`src/rtl/mc_controller_pkg.sv`:
```
// Shared encodings for the multicycle controller: FSM states, opcodes, ALU
// control codes and the datapath mux select values.
package mc_controller_pkg;

  typedef enum logic [3:0] {
    S_FETCH    = 4'd0,
    S_DECODE   = 4'd1,
    S_MEMADR   = 4'd2,
    S_MEMREAD  = 4'd3,
    S_MEMWB    = 4'd4,
    S_MEMWRITE = 4'd5,
    S_EXECUTER = 4'd6,
    S_EXECUTEI = 4'd7,
    S_ALUWB    = 4'd8,
    S_BEQ      = 4'd9,
    S_JAL      = 4'd10
  } state_e;

  localparam logic [6:0] OP_LW  = 7'b0000011;
  localparam logic [6:0] OP_SW  = 7'b0100011;
  localparam logic [6:0] OP_R   = 7'b0110011;
  localparam logic [6:0] OP_I   = 7'b0010011;
  localparam logic [6:0] OP_BEQ = 7'b1100011;
  localparam logic [6:0] OP_JAL = 7'b1101111;

  localparam logic [2:0] ALU_ADD = 3'b000;
  localparam logic [2:0] ALU_SUB = 3'b001;
  localparam logic [2:0] ALU_AND = 3'b010;
  localparam logic [2:0] ALU_OR  = 3'b011;
  localparam logic [2:0] ALU_SLT = 3'b101;

  localparam logic [1:0] ALUOP_ADD   = 2'b00;
  localparam logic [1:0] ALUOP_SUB   = 2'b01;
  localparam logic [1:0] ALUOP_FUNCT = 2'b10;

  localparam logic [1:0] RES_ALUOUT    = 2'b00;
  localparam logic [1:0] RES_DATA      = 2'b01;
  localparam logic [1:0] RES_ALURESULT = 2'b10;

  localparam logic [1:0] SRCA_PC    = 2'b00;
  localparam logic [1:0] SRCA_OLDPC = 2'b01;
  localparam logic [1:0] SRCA_RD1   = 2'b10;

  localparam logic [1:0] SRCB_RD2  = 2'b00;
  localparam logic [1:0] SRCB_IMM  = 2'b01;
  localparam logic [1:0] SRCB_FOUR = 2'b10;

  localparam logic [1:0] IMM_I = 2'b00;
  localparam logic [1:0] IMM_S = 2'b01;
  localparam logic [1:0] IMM_B = 2'b10;
  localparam logic [1:0] IMM_J = 2'b11;

endpackage

```
`src/rtl/mc_controller_alu_decoder.sv`:
```
// Maps the FSM's coarse aluop plus instruction fields onto the ALU's 3-bit
// operation code. Purely combinational.
module alu_decoder
  import mc_controller_pkg::*;
(
  input  logic [1:0] aluop,
  input  logic [2:0] funct3,
  input  logic       op5,
  input  logic       funct7b5,
  output logic [2:0] alucontrol
);

  always_comb begin
    alucontrol = ALU_ADD;
    case (aluop)
      ALUOP_SUB: alucontrol = ALU_SUB;
      ALUOP_FUNCT: begin
        case (funct3)
          // Only R-type (op[5]=1) may subtract; addi ignores instr[30].
          3'b000:  alucontrol = (op5 && funct7b5) ? ALU_SUB : ALU_ADD;
          3'b010:  alucontrol = ALU_SLT;
          3'b110:  alucontrol = ALU_OR;
          3'b111:  alucontrol = ALU_AND;
          default: alucontrol = ALU_ADD;
        endcase
      end
      default: alucontrol = ALU_ADD;
    endcase
  end

endmodule

```
`src/rtl/mc_controller.sv`:
```
// Moore-style multicycle control unit for the RV32 subset (lw, sw, R, I, beq,
// jal). Sequences fetch, decode, memory access and writeback.
module mc_controller
  import mc_controller_pkg::*;
(
  input  logic       clk,
  input  logic       reset,
  input  logic [6:0] op,
  input  logic [2:0] funct3,
  input  logic       funct7b5,
  input  logic       zero,
  output logic       pcwrite,
  output logic       adrsrc,
  output logic       memwrite,
  output logic       irwrite,
  output logic [1:0] resultsrc,
  output logic [1:0] alusrca,
  output logic [1:0] alusrcb,
  output logic [1:0] immsrc,
  output logic       regwrite,
  output logic [2:0] alucontrol,
  output logic       illegal_op
);

  state_e     state_q;
  state_e     state_d;
  logic [1:0] aluop;
  logic       branch;
  logic       pcupdate;

  always_ff @(posedge clk) begin
    if (reset) state_q <= S_FETCH;
    else       state_q <= state_d;
  end

  always_comb begin
    state_d    = S_FETCH;
    pcupdate   = 1'b0;
    branch     = 1'b0;
    adrsrc     = 1'b0;
    memwrite   = 1'b0;
    irwrite    = 1'b0;
    regwrite   = 1'b0;
    illegal_op = 1'b0;
    resultsrc  = RES_ALUOUT;
    alusrca    = SRCA_PC;
    alusrcb    = SRCB_RD2;
    aluop      = ALUOP_ADD;
    case (state_q)
      S_FETCH: begin
        irwrite   = 1'b1;
        alusrcb   = SRCB_FOUR;
        resultsrc = RES_ALURESULT;
        pcupdate  = 1'b1;
        state_d   = S_DECODE;
      end
      S_DECODE: begin
        alusrca = SRCA_OLDPC;
        alusrcb = SRCB_IMM;
        case (op)
          OP_LW, OP_SW: state_d = S_MEMADR;
          OP_R:         state_d = S_EXECUTER;
          OP_I:         state_d = S_EXECUTEI;
          OP_BEQ:       state_d = S_BEQ;
          OP_JAL:       state_d = S_JAL;
          default: begin
            illegal_op = 1'b1;
            state_d    = S_FETCH;
          end
        endcase
      end
      S_MEMADR: begin
        alusrca = SRCA_RD1;
        alusrcb = SRCB_IMM;
        state_d = (op == OP_LW) ? S_MEMREAD : S_MEMWRITE;
      end
      S_MEMREAD: begin
        adrsrc  = 1'b1;
        state_d = S_MEMWB;
      end
      S_MEMWB: begin
        resultsrc = RES_DATA;
        regwrite  = 1'b1;
      end
      S_MEMWRITE: begin
        adrsrc   = 1'b1;
        memwrite = 1'b1;
      end
      S_EXECUTER: begin
        alusrca = SRCA_RD1;
        aluop   = ALUOP_FUNCT;
        state_d = S_ALUWB;
      end
      S_EXECUTEI: begin
        alusrca = SRCA_RD1;
        alusrcb = SRCB_IMM;
        aluop   = ALUOP_FUNCT;
        state_d = S_ALUWB;
      end
      S_ALUWB: regwrite = 1'b1;
      S_BEQ: begin
        alusrca = SRCA_RD1;
        aluop   = ALUOP_SUB;
        branch  = 1'b1;
      end
      S_JAL: begin
        alusrca  = SRCA_OLDPC;
        alusrcb  = SRCB_FOUR;
        pcupdate = 1'b1;
        state_d  = S_ALUWB;
      end
      default: state_d = S_FETCH;
    endcase
    // Reset aborts whatever is in flight: no writes this cycle, FETCH decode shown.
    if (reset) begin
      state_d    = S_FETCH;
      pcupdate   = 1'b0;
      branch     = 1'b0;
      adrsrc     = 1'b0;
      memwrite   = 1'b0;
      irwrite    = 1'b0;
      regwrite   = 1'b0;
      illegal_op = 1'b0;
      resultsrc  = RES_ALURESULT;
      alusrca    = SRCA_PC;
      alusrcb    = SRCB_FOUR;
      aluop      = ALUOP_ADD;
    end
  end

  assign pcwrite = pcupdate | (branch & zero);

  always_comb begin
    immsrc = IMM_I;
    case (op)
      OP_SW:   immsrc = IMM_S;
      OP_BEQ:  immsrc = IMM_B;
      OP_JAL:  immsrc = IMM_J;
      default: immsrc = IMM_I;
    endcase
  end

  alu_decoder u_alu_decoder (
    .aluop     (aluop),
    .funct3    (funct3),
    .op5       (op[5]),
    .funct7b5  (funct7b5),
    .alucontrol(alucontrol)
  );

endmodule
```
`config.mk`:
```
export PLATFORM = sky130hd
export DESIGN_NAME = mc_controller
export DESIGN_NICKNAME = d
export VERILOG_FILES = /design/src/rtl/mc_controller_pkg.sv /design/src/rtl/mc_controller_alu_decoder.sv /design/src/rtl/mc_controller.sv
export SDC_FILE = /design/constraint.sdc
export NUM_CORES = 1
export LEC_CHECK = 0
export CORE_MARGIN = 2
export CORE_UTILIZATION = 40
export CTS_BUF_LIST = sky130_fd_sc_hd__clkbuf_4
export DETAILED_ROUTE_END_ITERATION = 16
export PLACE_DENSITY = 0.8
export SLEW_MARGIN = 15
export SYNTH_ARGS = -nofsm -noshare
export SYNTH_HDL_FRONTEND = slang
export SYNTH_SLANG_ARGS = --single-unit
```
`constraint.sdc`:
```
create_clock -name clk -period 2.89 [get_ports clk]
set_input_delay 0.7225 -clock clk [delete_from_list [all_inputs] [get_ports clk]]
set_output_delay 0.7225 -clock clk [all_outputs]
set_load 0.05 [all_outputs]
```
-- After elaboration in Yosys (flattened, before gate mapping)
Index checks and enable logic that the tools add are counted.
- latch bits: 0
- ROM bits: 0
- flip-flop bits (word level): 4
- output and inout bits: 17
- input bits: 14
- logic and storage cells: 67
- RAM bits: 0
- memories: 0
- $add $sub $neg: 0
- magnitude comparators: 0
- div/mod/pow operators: 0
- reductions and logical operators: 13
- multiplexer cells: 30
- equality and inequality tests: 21
- shift-type cells: 0
- multipliers: 0
- bitwise operators: 2
- operators by type and width (cell ; number):
    4-bit one-hot mux with 5 select lines ; 2
    4-bit by 3-bit equality test with 1-bit output (second input constant) ; 4
    1-bit 2-to-1 mux ; 16
    2-bit one-hot mux with 2 select lines ; 4
    7-bit by 6-bit equality test with 1-bit output (second input constant) ; 2
    7-bit equality test (second input constant) ; 2
    4-bit equality test (second input constant) ; 3
    3-bit one-hot mux with 4 select lines ; 1
    2-bit OR reduction ; 6
    4-bit by 2-bit equality test with 1-bit output (second input constant) ; 2
    2-bit 2-to-1 mux ; 4
    7-bit by 2-bit equality test with 1-bit output (second input constant) ; 1
    7-bit by 5-bit equality test with 1-bit output (second input constant) ; 1
    3-bit equality test (second input constant) ; 2
    2-bit one-hot mux with 3 select lines ; 1
    3-bit one-hot mux with 2 select lines ; 1
    3-bit OR reduction ; 2
    6-bit OR reduction ; 1
    4-bit by 1-bit equality test with 1-bit output (second input constant) ; 1
    4-bit zero test ; 1
    4-bit OR reduction ; 1
    3-bit by 2-bit equality test with 1-bit output (second input constant) ; 1
    3-bit zero test ; 1
    3-bit 2-to-1 mux ; 1
    5 further kinds ; 5

-- Logic depth before layout (Yosys ltp)
Gate-level depths: netlist of run 1.
- word-level depth: 6
- depth in mapped cells: 8
- depth with buffers taken out: 7

-- Hierarchy
Synthesis of run 1 repeated with hierarchy kept, for this count alone.
- cell total of the unflattened synthesis: 83
- area total of the unflattened synthesis: 624.3 um2
- modules (own cells, without submodules) (module ; cells an instance ; area each (um2) ; instances ; sequential area each (um2)):
    mc_controller ; 72 ; 528.0 ; 1 ; 80.1
    alu_decoder ; 11 ; 96.3 ; 1 ; 0.0

-- Worst setup path before layout of run 1
OpenSTA, ideal clock, no wires.
- path kind: input port to output port
- from: in reset
- to: out alusrcb[0]
- stages on the path: 2
- slack: -1.146 ns
- arrival time: 3.313 ns
- buffers on the path: 1
- required time: 2.168 ns
- path through: clkbuf_1 -> a2111oi_0
- longest elaborated chain between the ends: 1
- ends and longest elaborated chain (item ; line ; source):
    start: declaration ; mc_controller.sv:7 ; input logic reset,
    2-bit 2-to-1 mux ; mc_controller.sv:115 ; if (reset) begin
    end: declaration ; mc_controller.sv:18 ; output logic [1:0] alusrcb,
Every way passes these cells.

-- Worst setup path after layout of run 1
- from: in reset
- to: out alucontrol[1]
- longest elaborated chain between the ends: 3
- elaborated cells on any way between the ends: 4
- those cells by class: eq/ne: 2; mux: 2
- ends and longest elaborated chain (item ; line ; source):
    2-bit 2-to-1 mux (*) ; mc_controller.sv:115 ;
    2-bit equality test / 2-bit by 1-bit equality test with 1-bit output (equally long branches) ; mc_controller_alu_decoder.sv:15 ; case (aluop)
    3-bit one-hot mux with 2 select lines (*) ; mc_controller_alu_decoder.sv:15 ;
    end: declaration ; mc_controller.sv:21 ; output logic [2:0] alucontrol,
Every way passes the cells marked *; elsewhere a longest branch is shown, timed or not.

==> results.json, run 1 <==
{
  "n_fill_cell": 65,
  "worst_slack_ns": 0.0598,
  "clock_latency_ns": 0.25,
  "grt_pass1_vias": 868,
  "regArea_um2": 80.1,
  "place_congestion": 0.800,
  "globalRouteMet3Util": 0.0596,
  "grt_max_degree": 18,
  "slew_headroom": 0.702,
  "die_area_um2": 1830,
  "cap_violations": 0,
  "ys_seq_elements": 4,
  "max-vdd-ir-drop_mv": 0.189,
  "cts_tree": "yes",
  "ios": 31,
  "busiest_layer": "met2",
  "period_needed_ns": 2.83,
  "synth_area_per_cell_um2": 7.07,
  "routedWlPerCell_um": 15.9,
  "largest_reg_flops": 4,
  "io_buffers": 30,
  "hp-class": "reg -> reg",
  "synth_area_um2": 601,
  "avgViaCountPerCell": 5.85,
  "use_met2": 0.461,
  "syn_inst": 85,
  "grtUsageTotal": 0.261,
  "setup.worst_path.end_class": "primary output",
  "syn_to_final_growth_pct": 101,
  "synth_xor_area_frac": 0.0583,
  "synth-compound-area-share": 0.223,
  "grt_pass1_wl_um": 3660,
  "cts_root_buffer": "clkbuf_4",
  "dp_slack_ns": -0.346,
  "dp_hpwl_um": 1620,
  "htreeDepth": 1,
  "cts.sinks": 4,
  "first_pass_iters": 4,
  "final_common_cell": "buf_12",
  "antenna_found_initial": 0,
  "power_mw": 0.251,
  "synth_adder_area_share": 0.0417,
  "cts_setup_buffers": 0,
  "setup_viol": 0,
  "worstSetupPathType": "in -> out",
  "critPathArrivalTime_ns": 2.11,
  "largest-register": "state_q",
  "tightestPinTransition_ns": 0.446,
  "yosysWarnings": 0,
  "drtIter0Drc": 16,
  "async_reset_ff_frac": 0,
  "grt_setup_unrepaired": "false",
  "syn-num-nets": 101,
  "multiInputGateArea_um2": 539,
  "routed_wl_um": 2190,
  "maxSlewViolCount": 0,
  "yosys.area_share.simple": 0.473,
  "finalSetupTns_ns": 0,
  "cts_buffer_depth": 2,
  "gr-usage-met1": 0.268,
  "synth_edf_count": 0,
  "synthDistinctLibCells": 39,
  "die_w_um": 42.8,
  "hold_buffers": 0,
  "cts.clk_slew.worst_paths_ns": 0.04,
  "ys.flop_type": "dfxtp_1",
  "fmax_mhz": 353,
  "status": "completed",
  "fp-row-count": 13,
  "antennaDiodeCount": 0,
  "hold_viol": 0,
  "critPathMaxFanout": 2,
  "start_util": 0.445,
  "numCtsBuffers": 3,
  "drive_above_1_share": 0.385,
  "drc": 0,
  "core_area_um2": 1350,
  "nets": 140,
  "ys_seq_area_frac": 0.133,
  "synth_top_family_by_area": "simple AND/OR/NAND/NOR gates",
  "power_density_nw_per_um2": 208,
  "antenna_left": 0,
  "reg_top3": "state_q: 4 flops",
  "crit_required_ns": 2.17,
  "globalRouteOverflowTotal": 0,
  "finClkSkew_ns": 0.000388,
  "final_cell_mix": "16 x buf_12, 12 x clkdlybuf4s50_1, 12 x buf_4, 9 x nor2_1, 6 x nand2b_1",
  "p_leak_nw": 0.487,
  "synthMuxAreaShare": 0,
  "startpoint_type": "input pin",
  "num_vias": 802,
  "min_period_over_period": 0.979,
  "die_h_um": 42.8
}
[final timing paths]
check,end,slack (ns),startpoint,depth (start not counted)
setup reg to reg,state_q[1],1.28,state_q[0],5
hold / removal,state_q[0],0.69,state_q[3],2
hold reg to reg,state_q[0],0.69,state_q[3],2
setup / recovery,alucontrol[1],0.06,reset,6
[where the power goes]
group	total, mW	internal [mW]	switching [mW]	leakage [nW]
combinational	0.116	0.0594	0.0564	0.440
sequential	0.0595	0.0567	0.00280	0.0326
clock	0.0753	0.0468	0.0285	0.0138
total	0.251	0.163	0.0877	0.487
[cell usage after synthesis, types with 2 or more instances]
cell      number  share of area
a21oi_1        5          0.042
xnor2_1        3          0.044
and3_1         2          0.021
and3b_1        2          0.029
nand3b_1       3          0.037
nand2_1        4          0.025
ha_1           2          0.042
nor3_1         5          0.042
nor3b_1        2          0.025
nand2b_1       6          0.063
clkbuf_1       2          0.013
o21ai_0        3          0.025
or2_2          2          0.021
buf_2          3          0.025
nor2_1         9          0.056
inv_1          3          0.019
dfxtp_1        4           0.13
or3b_2         2          0.029
nor2b_1        2          0.021
a21o_1         2          0.025
[cells by family (layout without fill, tap and decap cells)]
group           count (synthesis)  in the layout
fa+ha+maj                       2              2
simple gates                   47             47
flops                           4              4
xor+xnor                        4              4
compound gates                 18             18
buf+inv                        10             47
[per-layer routing]
layer  share of wire  wire length, µm
met1            0.39              847
met2            0.53             1160
met3           0.054              119
met4           0.025               54
met5               0                0
[worst max-delay path: stages]
cell and delay, ns:
buf_2 0.11, or3b_4 0.39, or2_4 0.27, ha_4 0.24
nor3b_4 0.21, buf_12 0.16
[layout make-up]
| class | count | area share |
|---|---|---|
| multi-input cells | 71 | 0.447 |
| repair buffers | 41 | 0.444 |
| flip-flops and latches | 4 | 0.0663 |
| clock buffers | 3 | 0.0187 |
| well taps | 15 | 0.0155 |
| inverters | 3 | 0.00933 |
[through the flow]
step	util	hold WS, ns	instance area [µm²]	instances
floorplan	-	0.635	653	85
global placement	0.875	0.622	1180	134
detailed placement	0.875	0.666	1180	134
CTS	0.892	0.673	1200	137
global route	0.894	0.708	1210	137
finish	0.894	0.688	1210	137
[timing repair]
item,4_1_cts,5_1_grt
resized for setup,7,1
cloned,0,0
endpoints found under the setup margin,5,1
pin swaps,5,0
(Power assumes the default switching activity.)
==> run 2, diff against run 1 <==
==> constraint.sdc (replaced) <==
create_clock -name clk -period 2.89 [get_ports clk]
set_input_delay 0.4335 -clock clk [delete_from_list [all_inputs] [get_ports clk]]
set_output_delay 0.4335 -clock clk [all_outputs]
set_load 0.05 [all_outputs]
==> results.json, run 2 (synthesis results as in run 1) <==
{
  "cts_root_buffer": "clkbuf_4",
  "grtUsageTotal": 0.196,
  "die_h_um": 42.8,
  "grt_max_degree": 15,
  "die_area_um2": 1830,
  "final_cell_mix": "14 x clkdlybuf4s50_1, 13 x buf_4, 9 x nor2_1, 8 x buf_12, 6 x nand2b_1",
  "setup_viol": 0,
  "globalRouteOverflowTotal": 0,
  "num_vias": 739,
  "numCtsBuffers": 3,
  "syn_to_final_growth_pct": 69.0,
  "max-vdd-ir-drop_mv": 0.247,
  "start_util": 0.445,
  "dp_hpwl_um": 1320,
  "grt_pass1_vias": 669,
  "place_area_um2": 992,
  "crit_required_ns": 2.46,
  "slew_headroom": 0.674,
  "n_fill_cell": 105,
  "antenna_found_initial": 0,
  "grt_setup_unrepaired": "false",
  "place_congestion": 0.799,
  "reg_top3": "state_q: 4 flops",
  "largest_reg_flops": 4,
  "fp-row-count": 13,
  "power_density_nw_per_um2": 221,
  "final_area_um2": 1010,
  "hold_buffers": 0,
  "drtIter0Drc": 27,
  "clock_latency_ns": 0.24,
  "hold_viol": 0,
  "ctsResizeCount": 0,
  "critPathArrivalTime_ns": 2.38,
  "routed_wl_um": 1660,
  "cap_violations": 0,
  "finClkSkew_ns": 0.00428,
  "cts_buffer_depth": 2,
  "hp-class": "reg -> reg",
  "antennaDiodeCount": 0,
  "tightestPinTransition_ns": 0.488,
  "cts_setup_buffers": 0,
  "routedWlPerCell_um": 12.7,
  "die_w_um": 42.8,
  "dp_slack_ns": 0.0732,
  "grt_pass1_wl_um": 2770,
  "worst_slack_ns": 0.0728,
  "critPathMaxFanout": 2,
  "largest-register": "state_q",
  "period_needed_ns": 2.82,
  "cts.clk_slew.worst_paths_ns": 0.04,
  "crit_path_max_incr_delay_ns": 0.46,
  "cts_tree": "yes",
  "reg2reg_slack_ns": 1.68,
  "antenna_left": 0,
  "crit_path_cell_trace": "clkdlybuf4s50_1 > or3b_2 > or2_2 > ha_1 > nor3b_2 > buf_12",
  "drc": 0,
  "avgViaCountPerCell": 5.64,
  "startpoint_type": "input pin",
  "setup.worst_path.end_class": "primary output",
  "placedCellCount": 128,
  "core_area_um2": 1350,
  "slowest_stage": "or3b_2",
  "ios": 31,
  "maxSlewViolCount": 0,
  "fin_cells": 131,
  "final_common_cell": "clkdlybuf4s50_1",
  "p_leak_nw": 0.403,
  "htreeDepth": 1,
  "multiInputGateArea_um2": 484,
  "worstSetupPathType": "in -> out",
  "regArea_um2": 80.1,
  "nets": 134,
  "io_buffers": 30,
  "drive_above_1_share": 0.267,
  "cts.sinks": 4,
  "min_period_over_period": 0.975,
  "status": "completed",
  "first_pass_iters": 4,
  "fmax_mhz": 355
}
[run 2: changes by cell type in the layout (fill, tap and decap cells not counted), moves of 2 or more]
cell,delta
buf_12,-8
a21oi_2,-2
nor3_2,-2
a21oi_1,+2
clkdlybuf4s50_1,+2
nor3_1,+2
[run 2: area by class of cell]
cell class / instances / share of cell area
Multi-Input combinational cell: 71 / 0.477
Timing Repair Buffer: 35 / 0.392
Sequential cell: 4 / 0.0789
Inverter: 3 / 0.0111
Clock buffer: 3 / 0.0222
Tap cell: 15 / 0.0185
[run 2: path summary, 6_finish.rpt]
| path | start | endpoint | cells past startpoint |
|---|---|---|---|
| setup / recovery | reset | alucontrol[1] | 6 |
| hold reg to reg | state_q[3] | state_q[0] | 2 |
| hold / removal | state_q[3] | state_q[0] | 2 |
| setup reg to reg | state_q[0] | state_q[1] | 3 |
[run 2: stage by stage]
step           total power [mW]  TNS, ns  utilization  hold slack [ns]
2_1_floorplan             0.110  -0.0719            -            0.614
3_3_place_gp              0.152        0        0.735            0.589
3_5_place_dp              0.154        0        0.735            0.599
4_1_cts                   0.228        0        0.752            0.600
5_1_grt                   0.240        0        0.752            0.617
6_report                  0.224        0        0.752            0.601
[run 2: metal layers]
metal,track usage,up-vias,wire (µm)
met3,0.0766,0,76
met4,0.0688,0,0
met1,0.204,346,713
met2,0.352,18,868
li1,-,375,-
met5,0,-,0
[run 2: power by group]
group	internal, mW	total (mW)	switching, mW
combinational	0.0442	0.0934	0.0493
sequential	0.0567	0.0589	0.00220
clock	0.0466	0.0717	0.0251
[run 2: worst max-delay path: cells and delay by family]
kind,cells,cell delay (ns)
adders and majority gates,1,0.33
and+or+nand+nor,3,1.02
buffers and inverters,2,0.59
==> run 3, diff against run 2 <==
--- a/config.mk
+++ b/config.mk
@@ -5,12 +5,10 @@
 export SDC_FILE = /design/constraint.sdc
 export NUM_CORES = 1
 export LEC_CHECK = 0
-export CORE_MARGIN = 2
 export CORE_UTILIZATION = 40
 export CTS_BUF_LIST = sky130_fd_sc_hd__clkbuf_4
 export DETAILED_ROUTE_END_ITERATION = 16
 export PLACE_DENSITY = 0.8
-export SLEW_MARGIN = 15
 export SYNTH_ARGS = -nofsm -noshare
 export SYNTH_HDL_FRONTEND = slang
 export SYNTH_SLANG_ARGS = --single-unit
==> results.json, run 3 (synthesis results as in run 1) <==
{
  "max-vdd-ir-drop_mv": 0.181,
  "core_area_um2": 1350,
  "clock_latency_ns": 0.25,
  "routedWlPerCell_um": 12.8,
  "num_vias": 754,
  "grt_max_degree": 13,
  "avgViaCountPerCell": 5.76,
  "die_w_um": 40.8,
  "min_period_over_period": 0.969,
  "min-delay-start": "state_q[2]",
  "hold_end": "state_q[0]",
  "setup_viol": 0,
  "dp_hpwl_um": 1250,
  "cts_setup_buffers": 0,
  "r2r_cells": 4,
  "drive_above_1_share": 0.250,
  "grt_setup_unrepaired": "false",
  "p_leak_nw": 0.403,
  "drc": 0,
  "die_h_um": 40.8,
  "routed_wl_um": 1680,
  "first_pass_iters": 4,
  "cts_buffer_depth": 2,
  "r2r-start": "state_q[3]",
  "slew_headroom": 0.671,
  "reg_top3": "state_q: 4 flops",
  "power_density_nw_per_um2": 224,
  "placedCellCount": 128,
  "n_fill_cell": 105,
  "drtIter0Drc": 13,
  "critPathArrivalTime_ns": 2.37,
  "setup.worst_path.end_class": "primary output",
  "worst_slack_ns": 0.0903,
  "crit_required_ns": 2.46,
  "status": "completed",
  "cts.clk_slew.worst_paths_ns": 0.04,
  "globalRouteOverflowTotal": 0,
  "grt_pass1_wl_um": 2440,
  "hold_buffers": 0,
  "cap_violations": 0,
  "ctsResizeCount": 0,
  "critPathMaxFanout": 2,
  "tightestPinTransition_ns": 0.492,
  "die_area_um2": 1660,
  "largest-register": "state_q",
  "start_util": 0.445,
  "worstSetupPathType": "in -> out",
  "antenna_found_initial": 0,
  "largest_reg_flops": 4,
  "worst_hold_slack_ns": 0.609,
  "syn_to_final_growth_pct": 69.8,
  "fmax_mhz": 357,
  "period_needed_ns": 2.80,
  "htreeDepth": 1,
  "startpoint_type": "input pin",
  "antennaDiodeCount": 0,
  "fp-row-count": 13,
  "grt_pass1_vias": 614,
  "cts.sinks": 4,
  "fin_cells": 131,
  "cts_root_buffer": "clkbuf_4",
  "hp-class": "reg -> reg",
  "io_buffers": 30,
  "finClkSkew_ns": 0.000997,
  "antenna_left": 0,
  "grtUsageTotal": 0.220,
  "final_cell_mix": "16 x clkdlybuf4s50_1, 11 x buf_4, 9 x nor2_1, 8 x buf_12, 6 x nand2b_1",
  "dp_slack_ns": 0.0858,
  "numCtsBuffers": 3,
  "final_common_cell": "clkdlybuf4s50_1",
  "hold_viol": 0,
  "maxSlewViolCount": 0,
  "reg2reg_slack_ns": 1.64,
  "place_congestion": 0.764,
  "r2r_end": "state_q[1]",
  "worstHoldPathCells": 2,
  "cts_tree": "yes",
  "ios": 31,
  "nets": 134
}
==> run 3: power by group <==
group          leakage [nW]  switching (mW)  internal, mW  total (mW)
sequential           0.0326         0.00207        0.0567      0.0588
combinational         0.357          0.0498        0.0448      0.0946
clock                0.0138          0.0283        0.0468      0.0751
==> run 3: area by class of cell <==
cell class / count / area, µm² / share of cell area
clock buffer: 3 / 22.5 / 0.0221
inverter: 3 / 11.3 / 0.0110
multi-input combinational: 71 / 484 / 0.475
sequential: 4 / 80.1 / 0.0785
tap: 15 / 18.8 / 0.0184
timing repair buffer: 35 / 403 / 0.395
==> run 3: how the worst max path moves through the flow <==
stage | slack (ns) | end | cells after the start | from
final | 0.09 | alucontrol[1] | 6 | reset
after global routing | 0.05 | alucontrol[1] | 6 | reset
after CTS | 0.08 | alucontrol[1] | 6 | reset
after detailed placement | 0.09 | alucontrol[1] | 6 | reset
after global placement | 0.12 | alucontrol[1] | 6 | reset
after floorplan | -0.07 | alusrcb[0] | 3 | state_q[2]
==> run 3: worst max-delay path, stage by stage <==
cell             delay, ns
clkdlybuf4s50_1       0.42
or3b_2                0.46
or2_2                 0.32
ha_1                  0.32
nor3b_2               0.23
buf_12                0.17
==> run 3: per-layer routing <==
layer / vias to the layer above / GRT usage / share of wire
li1: 374 / - / -
met1: 351 / 0.255 / 0.41
met2: 25 / 0.365 / 0.50
met3: 4 / 0.0815 / 0.068
met4: 0 / 0.0833 / 0.016
met5: - / 0 / 0
==> run 3: through the flow <==
step	cell area, µm²	setup TNS [ns]	total power, mW	util
after floorplan	607	-0.0719	0.110	-
after global placement	997	0	0.152	0.739
after detailed placement	997	0	0.154	0.739
after CTS	1020	0	0.230	0.755
after global routing	1020	0	0.238	0.755
final	1020	0	0.228	0.755
